$ cat src/rtl/quadratic_tg_if.sv
// Operand and result handshake channels between the traffic generator and the
// quadratic solver. Generator-side names are kept on both modports.
interface quadratic_tg_if #(
  parameter int WIDTH = 16
);
  logic [WIDTH-1:0] o_x;
  logic             o_valid_out;
  logic             o_ready_in;
  logic [WIDTH-1:0] i_y;
  logic             i_valid_in;
  logic             i_ready_out;

  modport master (
    output o_x, o_valid_out, i_ready_out,
    input  o_ready_in, i_y, i_valid_in
  );

  modport slave (
    input  o_x, o_valid_out, i_ready_out,
    output o_ready_in, i_y, i_valid_in
  );
endinterface

$ cat src/rtl/quadratic_tg.sv
// Traffic generator/checker for the quadratic solver: issues x operands and
// checks each returned y, in order, against A*x^2 + B*x + C mod 2^WIDTH.
module quadratic_tg #(
  parameter int               WIDTH     = 16,
  parameter logic [WIDTH-1:0] A         = WIDTH'(101),
  parameter logic [WIDTH-1:0] B         = WIDTH'(59),
  parameter logic [WIDTH-1:0] C         = WIDTH'(76),
  parameter int               NUM_TESTS = 64,
  parameter logic [WIDTH-1:0] X_START   = '0,
  parameter logic [WIDTH-1:0] X_STEP    = WIDTH'(1),
  parameter int               DEPTH     = 8,
  parameter int               TIMEOUT   = 1024
) (
  input  logic           clk,
  input  logic           rst,
  input  logic           start,
  quadratic_tg_if.master bus,
  output logic           done,
  output logic           error,
  output logic [15:0]    pass_count,
  output logic [15:0]    fail_count
);
  localparam int AW = $clog2(DEPTH);
  localparam int CW = AW + 1;
  localparam int TW = $clog2(TIMEOUT + 1);
  localparam logic [CW-1:0] DEPTH_C   = CW'(DEPTH);
  localparam logic [15:0]   NUM_C     = 16'(NUM_TESTS);
  localparam logic [TW-1:0] IDLE_LAST = TW'(TIMEOUT - 1);

  typedef enum logic [1:0] {IDLE, RUN, DRAIN, DONE} state_t;

  state_t           state_reg, state_next;
  logic [WIDTH-1:0] x_reg;
  logic             valid_reg, ready_reg, done_reg, error_reg;
  logic [15:0]      pass_reg, fail_reg;
  logic [15:0]      issued_reg, issued_next;
  logic [CW-1:0]    count_reg, count_next;
  logic [AW-1:0]    wr_ptr_reg, rd_ptr_reg;
  logic [TW-1:0]    idle_reg;
  logic             launch, push, res_xfer, pop, hit, timeout;

  // Scoreboard holds expected results; contents are don't-care while empty,
  // so only the pointers and occupancy need reset.
  logic [WIDTH-1:0] mem [DEPTH];

  function automatic logic [WIDTH-1:0] poly(input logic [WIDTH-1:0] x);
    logic [WIDTH-1:0] sq;
    sq = x * x;
    return A * sq + B * x + C;
  endfunction

  always_comb begin
    launch      = start && (state_reg == IDLE || state_reg == DONE);
    push        = valid_reg && bus.o_ready_in;
    res_xfer    = bus.i_valid_in && ready_reg;
    pop         = res_xfer && (count_reg != '0);
    hit         = pop && (bus.i_y == mem[rd_ptr_reg]);
    timeout     = (state_reg == DRAIN) && !res_xfer && (idle_reg == IDLE_LAST);
    issued_next = launch ? '0 : issued_reg + 16'(push);
    count_next  = launch ? '0 : count_reg + CW'(push) - CW'(pop);
  end

  always_comb begin
    state_next = state_reg;
    case (state_reg)
      IDLE, DONE: if (start) state_next = RUN;
      RUN:        if (issued_next == NUM_C) state_next = DRAIN;
      DRAIN:      if (count_reg == '0 || timeout) state_next = DONE;
      default:    state_next = IDLE;
    endcase
  end

  always_ff @(posedge clk or negedge rst) begin
    if (!rst) state_reg <= IDLE;
    else      state_reg <= state_next;
  end

  always_ff @(posedge clk or negedge rst) begin
    if (!rst) begin
      x_reg      <= '0;
      valid_reg  <= 1'b0;
      ready_reg  <= 1'b0;
      done_reg   <= 1'b0;
      error_reg  <= 1'b0;
      pass_reg   <= '0;
      fail_reg   <= '0;
      issued_reg <= '0;
      count_reg  <= '0;
      wr_ptr_reg <= '0;
      rd_ptr_reg <= '0;
      idle_reg   <= '0;
    end else begin
      // Handshake outputs are computed from next-state values so they stay registered.
      valid_reg  <= (state_next == RUN) && (issued_next < NUM_C) && (count_next < DEPTH_C);
      ready_reg  <= (state_next == RUN) || (state_next == DRAIN);
      done_reg   <= (state_next == DONE);
      issued_reg <= issued_next;
      count_reg  <= count_next;
      if (launch) begin
        x_reg      <= X_START;
        wr_ptr_reg <= '0;
        rd_ptr_reg <= '0;
        idle_reg   <= '0;
        error_reg  <= 1'b0;
        pass_reg   <= '0;
        fail_reg   <= '0;
      end else begin
        if (push) begin
          x_reg      <= x_reg + X_STEP;
          wr_ptr_reg <= wr_ptr_reg + AW'(1);
        end
        if (pop) rd_ptr_reg <= rd_ptr_reg + AW'(1);
        if (hit) begin
          if (pass_reg != 16'hFFFF) pass_reg <= pass_reg + 16'd1;
        end else if (res_xfer) begin
          if (fail_reg != 16'hFFFF) fail_reg <= fail_reg + 16'd1;
        end
        if ((res_xfer && !hit) || timeout) error_reg <= 1'b1;
        idle_reg <= (state_reg == DRAIN && !res_xfer) ? idle_reg + TW'(1) : '0;
      end
    end
  end

  always_ff @(posedge clk) begin
    if (push) mem[wr_ptr_reg] <= poly(x_reg);
  end

  assign bus.o_x         = x_reg;
  assign bus.o_valid_out = valid_reg;
  assign bus.i_ready_out = ready_reg;
  assign done            = done_reg;
  assign error           = error_reg;
  assign pass_count      = pass_reg;
  assign fail_count      = fail_reg;
endmodule

$ cat src/flat_wrapper.sv
// flat-port wrapper written by rule: the top's interface ports become plain ports
module quadratic_tg_flat 
#(
  parameter int               WIDTH     = 16,
  parameter logic [WIDTH-1:0] A         = WIDTH'(101),
  parameter logic [WIDTH-1:0] B         = WIDTH'(59),
  parameter logic [WIDTH-1:0] C         = WIDTH'(76),
  parameter int               NUM_TESTS = 64,
  parameter logic [WIDTH-1:0] X_START   = '0,
  parameter logic [WIDTH-1:0] X_STEP    = WIDTH'(1),
  parameter int               DEPTH     = 8,
  parameter int               TIMEOUT   = 1024
)
  (clk, rst, start, done, error, pass_count, fail_count, bus_o_x, bus_o_valid_out, bus_i_ready_out, bus_o_ready_in, bus_i_y, bus_i_valid_in);
  quadratic_tg_if #(.WIDTH(WIDTH)) bus_i ();
  input  logic clk;
  input  logic rst;
  input  logic start;
  output logic done;
  output logic error;
  output logic [15:0] pass_count;
  output logic [15:0] fail_count;
  output wire logic [$bits(bus_i.o_x)-1:0] bus_o_x;
  output wire logic [$bits(bus_i.o_valid_out)-1:0] bus_o_valid_out;
  output wire logic [$bits(bus_i.i_ready_out)-1:0] bus_i_ready_out;
  input wire logic [$bits(bus_i.o_ready_in)-1:0] bus_o_ready_in;
  input wire logic [$bits(bus_i.i_y)-1:0] bus_i_y;
  input wire logic [$bits(bus_i.i_valid_in)-1:0] bus_i_valid_in;
  assign bus_o_x = bus_i.o_x;
  assign bus_o_valid_out = bus_i.o_valid_out;
  assign bus_i_ready_out = bus_i.i_ready_out;
  assign bus_i.o_ready_in = bus_o_ready_in;
  assign bus_i.i_y = bus_i_y;
  assign bus_i.i_valid_in = bus_i_valid_in;
  quadratic_tg #(.WIDTH(WIDTH), .A(A), .B(B), .C(C), .NUM_TESTS(NUM_TESTS), .X_START(X_START), .X_STEP(X_STEP), .DEPTH(DEPTH), .TIMEOUT(TIMEOUT)) u_core (.clk(clk), .rst(rst), .start(start), .bus(bus_i), .done(done), .error(error), .pass_count(pass_count), .fail_count(fail_count));
endmodule
$ cat config.mk
export PLATFORM = sky130hd
export DESIGN_NAME = quadratic_tg_flat
export DESIGN_NICKNAME = d
export VERILOG_FILES = /design/src/rtl/quadratic_tg_if.sv /design/src/rtl/quadratic_tg.sv /design/src/flat_wrapper.sv
export SDC_FILE = /design/constraint.sdc
export NUM_CORES = 1
export LEC_CHECK = 0
export ABC_AREA = 1
export ABC_CLOCK_PERIOD_IN_PS = 8400
export CAP_MARGIN = 10
export CORE_UTILIZATION = 57
export DETAILED_ROUTE_END_ITERATION = 8
export PLACE_DENSITY = 0.78
export SLEW_MARGIN = 20
export SYNTH_ARGS = -nofsm -noshare
export SYNTH_HDL_FRONTEND = slang
export SYNTH_SLANG_ARGS = --single-unit
$ cat constraint.sdc
create_clock -name clk -period 8.4 [get_ports clk]
set_input_delay 1.68 -clock clk [delete_from_list [all_inputs] [get_ports clk]]
set_output_delay 1.68 -clock clk [all_outputs]
set_load 0.03 [all_outputs]
* Yosys cells after proc, flatten, opt, wreduce, memory -nomap -nowiden
Memories as Yosys holds them, arrays and structs flattened.
Index checks and enable logic that the tools add are counted.
** Storage, ports and cells
- Register bits after elaboration :: 91
- RAM bits :: 128
- Input port bits :: 21
- Output and inout port bits :: 52
- Word-level logic and storage cells :: 96
- Memories :: 1
** Cells by class
- $add $sub $neg :: 11
- Multiply operators :: 3
- $lt $le $gt $ge :: 2
- Equality and inequality tests :: 12
- Multiplexer cells :: 25
- Reductions and logical operators :: 29
** Memory list
- u_core.mem :: words 8, width 16, rd ports 1, clocked after Yosys merged registers in 0, write ports 1, line quadratic_tg.sv:44 : logic [WIDTH-1:0] mem [DEPTH];
** Operators with widths (count)
- $mux 16 :: 10
- $add 16x1->16 const B :: 3
- $ne 16x16->1 const B :: 2
- $mux 11 :: 2
- $add 16x1->16 :: 1
- $add 16x16->16 :: 1
- $add 16x7->16 const B :: 1
- $eq 16x16->1 :: 1
- $eq 16x7->1 const B :: 1
- $lt 16x7->1 const B :: 1
- $mul 16x16->16 :: 1
- $mul 6x16->16 const A :: 1
- $mul 7x16->16 const A :: 1
- $reduce_bool 2->1 :: 7
- $mux 3 :: 4
- $add 11x1->11 const B :: 1
- $eq 11x10->1 const B :: 1
- $logic_and 1x1->1 :: 10
- $eq 2x2->1 const B :: 4
- $add 3x1->3 const B :: 2
- $mux 2 :: 3
- $pmux 2 s3 :: 1
- $add 4x1->4 :: 1
- $eq 2x1->1 const B :: 2
- other kinds (13) :: 20

* Depth between registers and ports, before layout
Gate-level depths: netlist of run 1.
- Depth after elaboration :: 10
- Mapped depth :: 44
- Gate-level depth less buffers :: 43

* Worst setup path before layout of run 1
No wires, ideal clock.
- Path kind :: flip-flop to flip-flop
- Start :: reg u_core.x_reg[1], in the netlist u_core.bus.o_x[1]
- End :: mem u_core.mem[0][15], data pin
- Setup time :: 0.284 ns
- Arrival :: 8.514 ns
- Data required time :: 8.116 ns
- Slack :: -0.398 ns
- Stages on the path, launching flop included :: 41
- Buffers on the path :: 2
- Clock period less this slack :: 8.798 ns
- Cell sequence :: dfrtp_1 > clkbuf_1 > clkbuf_1 > nand2_1 > inv_1 > fa_1 > fa_1 > ha_1 > fa_1 > inv_1 > fa_1 > fa_1 > inv_1 > ha_1 > nand2_1 > inv_1 > nand4_1 > o211ai_1 > (+5 left out) > inv_1 > fa_1 > ha_1 > ha_1 > a21oi_1 > o21ai_0 > a21oi_1 > inv_1 > a21oi_1 > o21bai_1 > nand2_1 > nand2_1 > a21oi_1 > inv_1 > nand2_1 > nand2_1 > nand2_1 > nand2_1
** On the way
- Cells in the longest elaborated chain, start to end :: 4
- Elaborated cells on any way between the ends :: 5
- Classes of those cells :: 2 x add/sub; 3 x mul
** Ends and longest elaborated chain
- from (decl) :: line quadratic_tg.sv:33 : logic [WIDTH-1:0] x_reg;
- from (signal assigned) :: line quadratic_tg.sv:109 : x_reg <= x_reg + X_STEP;
- $mul 16x16->16 :: line quadratic_tg.sv:48 : sq = x * x;
- $mul 7x16->16 :: line quadratic_tg.sv:49 : return A * sq + B * x + C;
- $add 16x16->16 (*) :: line quadratic_tg.sv:49
- $add 16x7->16 (*) :: line quadratic_tg.sv:49
- to (decl) :: line quadratic_tg.sv:44
Mark *: on every way between the ends. The rest lies on a longest branch, timed or not.

* Final worst setup path of run 1
- Start :: reg u_core.x_reg[3], in the netlist u_core.bus.o_x[3]
- End :: mem u_core.mem[7][14], data pin
The elaborated chain is that of the path after synthesis.

==> results_dict.tcl, run 1 <==
set metrics [dict create \
    status "finished clean" \
    crit_arrival_ps 8690 \
    setup-tns-final_ps 0 \
    hold_viol 0 \
    final_max_slew_viol_count 0 \
    area_delta_synth_final_pct 16.5 \
    cts_sinks 211 \
    mostFrequentLayoutCells "366 x inv_1, 295 x nand2_1, 188 x nor2_1, 138 x fa_1, 120 x edfxtp_1" \
    synth-edff-count 120 \
    cts_root_buf "clkbuf_16" \
    clk_pin_slew_ps 60 \
    layout.nets 2288 \
    drt-initial-drc-count 848 \
    setup_viol 0 \
    cts_tree "built" \
    start_util_pct 58.2 \
    hold_ws_ps 462 \
    maxCapViolCount 0 \
    regArea_mm2 0.00589 \
    dr.pass1.iters 5 \
    min-delay-start "u_core.idle_reg[0]" \
    final_common_cell "inv_1" \
    clock_skew_ps 9.55 \
    io_buffers 72 \
    cp_slowest_cell "fa_1" \
    cts_htree_levels 1 \
    r2r_start "u_core.bus.o_x[3]" \
    max-slew-margin-rel_pct 37.1 \
    nFillCells 2119 \
    ioPinCount 73 \
    grt_max_degree 70 \
    setup.worst_path.start_class "register" \
    drc 0 \
    grt_remaining_overflow 0 \
    wl_mm 40.3 \
    clock_path_buffers 3 \
    die_y_um 173 \
    postSynthNetCount 2174 \
    power_leakage_nw 9.28 \
    critPathRequiredTime_ps 8720 \
    async_flop_share_pct 43.1 \
    largest-register "u_core.mem" \
    groute.usage.overall_pct 26.1 \
    die_w_um 173 \
    peakVddDrop_v 0.000139 \
    yosysUniqueCellTypes 46 \
    startpoint "u_core.bus.o_x[3]" \
    synthCells 1875 \
    synth-main-ff-cell "edfxtp_1" \
    rows 62 \
    gp_congestion 0.930 \
    yosys_register_bits 211 \
    place_inst 2332 \
    num_vias 13012 \
    hp-class "register to register" \
    grt_pass1_vias 13132 \
    fin_ws_ps 28.0 \
    clock_latency_ps 530 \
    rsz0062_at_grt "yes" \
    dp_slack_ps -145 \
    synth-seq-area-share_pct 35.1 \
    layoutNonFillerInstCount 2390 \
    path_common_cell "fa_1" \
    ant_nets 0 \
    coreArea_mm2 0.0288 \
    crit_type "register to register" \
    cts_buffers 23 \
    powerDensity_mw_per_mm2 209 \
    syn_area_mm2 0.0168 \
    critical_path_peak_fanout 8 \
    power.total_mw 4.09 \
    cts_hold_buf 0 \
    dp_hpwl_mm 27.8 \
    fin_crit_ps 8370 \
    synth.avg_cell_area_um2 8.93 \
    grt_pass1_wl_mm 63.5 \
    multi_input_area_mm2 0.00971 \
    cpPeakStageDelay_ps 560 \
    fp.dieArea_mm2 0.0301 \
    antenna_cells 0 \
    drive_gt1_share_pct 10.9 \
    wl_per_cell_um 16.8 \
    via_per_inst 5.44 \
    synth.yosys.warnings 0 \
    worst_slew_pin_slew_ps 943 \
    largest_register_ffs 120 \
    crit_path_end_kind "register" \
    min_period_over_period_pct 99.7 \
    antenna_found_initial 0 \
    clock.fmax_mhz 119 \
]
==> synth_stat cells, types with 3 or more instances <==
| cell type | instances | share of area, % |
|---|---|---|
| buf_6 | 12 | 0.81 |
| a21o_1 | 3 | 0.13 |
| o21ai_1 | 37 | 1.1 |
| buf_2 | 12 | 0.36 |
| dfrtp_1 | 91 | 14 |
| fa_1 | 140 | 17 |
| inv_1 | 377 | 8.4 |
| nand4_1 | 14 | 0.52 |
| nor3b_1 | 4 | 0.18 |
| edfxtp_1 | 120 | 22 |
| o21ai_0 | 77 | 2.3 |
| nor3_1 | 27 | 0.81 |
| o211ai_1 | 10 | 0.45 |
| a21oi_1 | 56 | 1.7 |
| o22ai_1 | 7 | 0.26 |
| nor4_1 | 11 | 0.41 |
| ha_1 | 138 | 10 |
| nand3b_1 | 5 | 0.22 |
| nor2_1 | 196 | 4.4 |
| buf_1 | 3 | 0.067 |
| nand2_1 | 313 | 7.0 |
| xor2_1 | 49 | 2.6 |
| xnor2_1 | 21 | 1.1 |
| o21a_1 | 3 | 0.13 |
| clkbuf_1 | 24 | 0.54 |
| nand3_1 | 93 | 2.8 |
| o21bai_1 | 5 | 0.22 |
==> power breakdown <==
| group | internal, mW | total (mW) | switching [mW] | leakage (nW) |
|---|---|---|---|---|
| clock | 0.563 | 0.982 | 0.418 | 0.353 |
| combinational | 0.510 | 1.63 | 1.12 | 6.61 |
| sequential | 1.40 | 1.48 | 0.0731 | 2.33 |
| total | 2.48 | 4.09 | 1.61 | 9.28 |
==> final timing paths <==
kind / to / slack [ps] / cells after the start
setup reg to reg: u_core.mem[7][14] / 30 / 31
hold reg to reg: u_core.idle_reg[0] / 460 / 1
max in group asynchronous: u_core.bus.o_x[8] / 6070 / 2
hold / removal: u_core.idle_reg[0] / 460 / 1
min in group asynchronous: u_core.idle_reg[7] / 1040 / 1
setup / recovery: u_core.mem[7][14] / 30 / 31
==> metal layers <==
| layer | global-route usage, % | wire length, um |
|---|---|---|
| met1 | 33.2 | 16000 |
| met2 | 46.9 | 20800 |
| met3 | 2.70 | 2210 |
| met4 | 8.11 | 1170 |
| met5 | 0 | 0 |
==> metrics by stage <==
stage | utilization (%) | area, um2
floorplan | - | 16800
global placement | 62.8 | 18100
detailed placement | 62.8 | 18100
CTS | 65.8 | 18900
global route | 67.8 | 19500
finish | 67.8 | 19500
==> cell type report <==
cell class                 instances  area share (%)
clock buffer                      34            3.26
inverter                         381            7.34
tap                              384            2.46
timing repair buffer             141            6.49
sequential                       211            30.2
clock inverter                     8           0.481
multi-input combinational       1231            49.8
==> logic make-up (layout without fill, tap and decap cells) <==
group / after synthesis / in the layout / synth area share, %
and+or+nand+nor: 675 / 675 / 17.0
buffers and inverters: 433 / 564 / 10.4
DFF: 211 / 211 / 35.1
adders and majority gates: 278 / 278 / 27.0
AOI/OAI and AO/OA: 205 / 205 / 6.62
xor gates and xnor gates: 71 / 71 / 3.79
other: 2 / 2 / 0.0448
==> worst max-delay path: cells and delay by family, from the launching register on <==
family	cells	cell delay (ps)
flops	1	480
fa+ha+maj	14	5480
compound gates	5	840
simple gates	3	320
buf+inv	7	540
xor+xnor	2	510
==> timing repair <==
item | 4_1_cts | 5_1_grt
endpoints found under the setup margin | 32 | 48
hold endpoints to repair | 0 | 0
pin swaps | 9 | 61
buffers inserted | 6 | 11
resized for setup | 12 | 97
Power figures use the tool's default switching activity.
==> inputs of run 2 (changes only) <==
SLEW_MARGIN = unset   (was 20)
==> results of run 2 <==
No change in the layout: final DEF, timing and power equal those of run 1.
==> inputs of run 3 (changes only) <==
MAX_ROUTING_LAYER = met4   (was unset)
==> results_dict.tcl, run 3 (same netlist as run 1, synthesis figures left out) <==
set metrics [dict create \
    status "finished with violations" \
    failed_checks "negative setup slack" \
    fp.dieArea_mm2 0.0301 \
    met2_usage_pct 46.6 \
    clock.fmax_mhz 119 \
    fin_util_pct 67.2 \
    grt_max_degree 70 \
    cpPeakStageDelay_ps 540 \
    setup.worst_path.start_class "register" \
    cp_slowest_cell "fa_1" \
    use_met3_pct 2.85 \
    place_inst 2330 \
    ioPinCount 73 \
    start_util_pct 58.2 \
    area_delta_synth_final_pct 15.4 \
    min_period_over_period_pct 100 \
    fin_ws_ps -36.1 \
    path_common_cell "nand2_1" \
    drt-initial-drc-count 1033 \
    setup_viol 8 \
    dp_slack_ps -390 \
    dr.pass1.iters 7 \
    grt_pass1_wl_mm 64.0 \
    cts_sinks 211 \
    via_per_inst 5.40 \
    rows 62 \
    busiest_layer "met2" \
    critPathRequiredTime_ps 8660 \
    layout.nets 2282 \
    cts_buffers 23 \
    drc 0 \
    layoutNonFillerInstCount 2381 \
    grt_pass1_vias 13180 \
    hold_viol 0 \
    wl_mm 39.2 \
    ant_nets 0 \
    clock_skew_ps 11.0 \
    clock_path_buffers 3 \
    dp_hpwl_mm 27.9 \
    critical_path_peak_fanout 10 \
    nFillCells 2150 \
    max-slew-margin-rel_pct 32.1 \
    drive_gt1_share_pct 9.71 \
    gp_congestion 0.945 \
    final_common_cell "inv_1" \
    crit_type "register to register" \
    grt_use_met1_pct 33.1 \
    groute.usage.overall_pct 27.1 \
    die_y_um 173 \
    grt_remaining_overflow 0 \
    r2r_setup_slack_ps -40 \
    cts_htree_levels 1 \
    num_vias 12854 \
    maxCapViolCount 0 \
    mostFrequentLayoutCells "369 x inv_1, 304 x nand2_1, 188 x nor2_1, 138 x fa_1, 120 x edfxtp_1" \
    clock_latency_ps 530 \
    cts_root_buf "clkbuf_16" \
    antenna_found_initial 0 \
    power.total_mw 4.12 \
    largest_register_ffs 120 \
    powerDensity_mw_per_mm2 213 \
    fin_crit_ps 8440 \
    clk_pin_slew_ps 60 \
    rsz0062_at_grt "yes" \
    peakVddDrop_v 0.000204 \
    largest-register "u_core.mem" \
    final_max_slew_viol_count 0 \
    crit_path_end_kind "register" \
    worst_slew_pin_slew_ps 1020 \
    die_w_um 173 \
    wl_per_cell_um 16.5 \
    cts_tree "built" \
    coreArea_mm2 0.0288 \
    antenna_cells 0 \
    hp-class "register to register" \
    power_leakage_nw 9.25 \
    io_buffers 72 \
    crit_arrival_ps 8700 \
    setup-tns-final_ps -201 \
]
==> run 3: cell types whose count changed in the layout (fill, tap and decap cells not counted), sizes merged <==
cell / change
buf: -6
clkinv: +6
clkbuf: -10
inv: -1
bufinv: +2
==> run 3: final timing paths <==
path	start	cells past startpoint	endpoint
min in group asynchronous	rst	1	u_core.pass_count[4]
setup reg to reg	u_core.bus.o_x[5]	41	u_core.mem[3][15]
max in group asynchronous	rst	2	u_core.bus.o_x[7]
setup / recovery	u_core.bus.o_x[5]	41	u_core.mem[3][15]
hold / removal	u_core.idle_reg[0]	1	u_core.idle_reg[0]
hold reg to reg	u_core.idle_reg[0]	1	u_core.idle_reg[0]
==> run 3: what timing repair did <==
item / CTS / global route
endpoints found under the setup margin: 32 / 40
pin swaps: 11 / 34
hold buffers: 0 / 0
resized for setup: 27 / 55
buffers inserted: 7 / 5
==> run 3: power by group <==
part           switching (mW)  leakage [nW]  internal (mW)
registers              0.0690          2.33           1.40
logic                    1.12          6.56          0.525
clock network           0.417         0.360          0.591
==> run 3: metal layers <==
metal,up-vias,wire (um)
met5,-,0
met4,0,1470
met3,106,2120
met2,402,20000
met1,6230,15600
li1,6116,-
==> run 3: final cells by class <==
type / count / area, um2 / share of cell area, %
sequential: 211 / 5890 / 30.5
tap: 384 / 480 / 2.49
timing repair buffer: 135 / 1200 / 6.22
multi-input combinational: 1231 / 9580 / 49.6
clock buffer: 24 / 579 / 3.00
clock inverter: 15 / 159 / 0.822
inverter: 381 / 1430 / 7.41
==> run 3: critical path: cells and delay by family, from the launching register on <==
kind / cells / cell delay [ps]
flip-flops: 1 / 480
XOR/XNOR: 1 / 130
AND/OR/NAND/NOR: 17 / 1500
buffers and inverters: 11 / 840
adder cells (fa/ha/maj): 12 / 5210
==> run 3: stage by stage <==
stage / hold slack [ps] / area (um2)
floorplan: 433 / 16800
global placement: 446 / 18100
detailed placement: 453 / 18100
CTS: 462 / 19100
global route: 487 / 19300
finish: 457 / 19300
==> patch (config.mk and constraints of run 1) <==
Register the output `fail_count` once more, cleared by the reset; this adds one clock of latency there. The other outputs are not delayed to match.
--- a/src/rtl/quadratic_tg.sv
+++ b/src/rtl/quadratic_tg.sv
@@ -131,6 +131,12 @@
   assign done            = done_reg;
   assign error           = error_reg;
   assign pass_count      = pass_reg;
-  assign fail_count      = fail_reg;
+  always_ff @(posedge clk or negedge rst) begin
+    if (!rst) begin
+      fail_count <= '0;
+    end else begin
+      fail_count <= fail_reg;
+    end
+  end
 endmodule
 
Behaviour: not the same (a bounded check fails within 4 cycles, from zero or initial values and one cycle with rst low).
==> patch against run 1 <==
The run now ends with setup timing left; sequential cell count up 16; clock skew up 0.014 ns; total power up 16%; synthesized area up 4.1%; design area up 4.1%; routed wire length up 2.1%; synthesized cell count up 5.4%; worst setup slack worse by 0.11 ns; combinational power up 29%; hold slack worse by 0.044 ns.
==> patch: results (changes against run 1) <==
largest net degree at the start of global routing 84 (+20%); status finished, violations left; CP peak stage delay 0.54 ns (-0.02 ns); Port-buffer cells 72 (unchanged); worst skew pair latency 0.52 ns; Leak Pwr 10.0 nW (+8.1%); vias per cell 5.39 (-1.0%); Filler cells 2260 (+6.7%); antenna cells 0 (unchanged); Seq/Total Area, Yosys 36.0% (+0.91 points); GR Layer Usage met3 2.36% (-0.33 points); Async SR Flop Fraction 47.1% (+4.0 points); initial antenna violation count 0 (unchanged); Pre-Repair DR Iteration Count 6 (+1); most frequent cells after synthesis 405 x inv_1, 360 x nand2_1, 212 x nor2_1; DRT iter0 DRCs 1106 (+30%); nets 2418 (+5.7%); post-DP HPWL 29200 µm (+5.2%); Antenna Violating Nets Remaining 0 (unchanged); CTS buffer count 24 (+4.3%); clock skew 0.0232 ns (+0.0136 ns); GR Util met2 47.4% (+0.53 points); failing checks setup timing; first-pass GRT wire length 66800 µm (+5.3%); DRC errors left 0 (unchanged); gr usage total 26.7% (+0.62 points); vias in the first global route 13800 (+4.9%); syn_nets 2276 (+4.7%); endpoints failing setup 8 (+8); maximum fanout along the worst path 9 (+1); Slew @ Worst Pin 1.08 ns (+0.138 ns); M1 GR Usage 34.4% (+1.2 points); Critical Path AT 8.83 ns (+0.14 ns); HP Class flop to flop; Yosys cell types 44 (-4.3%); setup ws final -0.0819 ns (-0.110 ns); RePlAce Congestion 0.910 (-2.1%); Area contributors post-synth edfxtp_1 21%, fa_1 16%, dfrtp_1 15%; VDD IR-drop max 0.000237 V (+71%); layout cells sized above 1 11.0% (+0.13 points); setup TNS -0.639 ns (-0.639 ns); total wire length 41100 µm (+2.1%)
-- patch: cell type report --
class,instances,area [µm²],share of cell area [%]
sequential,227,6290,31.0
clock inverter,12,87.6,0.431
multi-input combinational,1291,9810,48.3
timing repair buffer,165,1440,7.07
clock buffer,32,652,3.21
inverter,410,1540,7.60
tap,390,488,2.40
-- patch: path summary, 6_finish.rpt --
kind / start / to / slack (ns) / cells after the start
min: u_core.fail_reg[6] / u_core.fail_count[6] / 0.42 / 0
max reg2reg: u_core.bus.o_x[1] / u_core.mem[4][15] / -0.08 / 37
min in group asynchronous: rst / u_core.idle_reg[0] / 1.13 / 1
min reg2reg: u_core.fail_reg[6] / u_core.fail_count[6] / 0.42 / 0
max: u_core.bus.o_x[1] / u_core.mem[4][15] / -0.08 / 37
max in group asynchronous: rst / u_core.bus.o_x[8] / 5.93 / 2
-- patch: what timing repair did --
item,in CTS,in global routing
endpoints found under the setup margin,32,40
pin swaps,24,20
hold buffers,0,0
buffers inserted,15,5
gates resized for setup,39,47
-- patch: worst register-to-register path, delay by kind of cell (launching register included) --
family	cells	cell delay, ns
xor gates and xnor gates	2	0.39
adders and majority gates	14	5.19
DFF	1	0.46
AOI/OAI and AO/OA	1	0.21
buffers and inverters	9	0.77
and+or+nand+nor	11	1.30
-- patch: through the flow --
step / hold slack, ns / setup WS, ns / total power [mW] / cell area [µm²] / cells
2_1_floorplan: 0.375 / 0.0168 / 3.10 / 17600 / 1977
3_3_place_gp: 0.405 / -0.0405 / 3.54 / 19000 / 2463
3_5_place_dp: 0.411 / -0.304 / 3.62 / 19000 / 2463
4_1_cts: 0.438 / -0.00632 / 4.68 / 20000 / 2522
5_1_grt: 0.449 / -0.447 / 5.04 / 20300 / 2527
6_report: 0.417 / -0.0819 / 4.74 / 20300 / 2527
-- patch: cell families after synthesis --
| kind of cell | share of synthesized area [%] |
|---|---|
| flip-flops | 36.0 |
| other | 0.0431 |
| AO/OA/AOI/OAI | 5.37 |
| AND/OR/NAND/NOR | 18.6 |
| buffers and inverters | 10.7 |
| XOR/XNOR | 3.26 |
| adder cells (fa/ha/maj) | 26.0 |
-- patch: power by group --
part | switching, mW | internal (mW)
combinational | 1.43 | 0.671
sequential | 0.0622 | 1.57
clock | 0.431 | 0.576
total | 1.92 | 2.81
-- patch: routing by layer --
| metal | part of all wire (%) | vias to the layer above | wire [µm] |
|---|---|---|---|
| li1 | - | 6493 | - |
| met1 | 41 | 6612 | 16800 |
| met2 | 51 | 427 | 21100 |
| met3 | 5.1 | 84 | 2090 |
| met4 | 2.7 | 0 | 1120 |
| met5 | 0 | - | 0 |
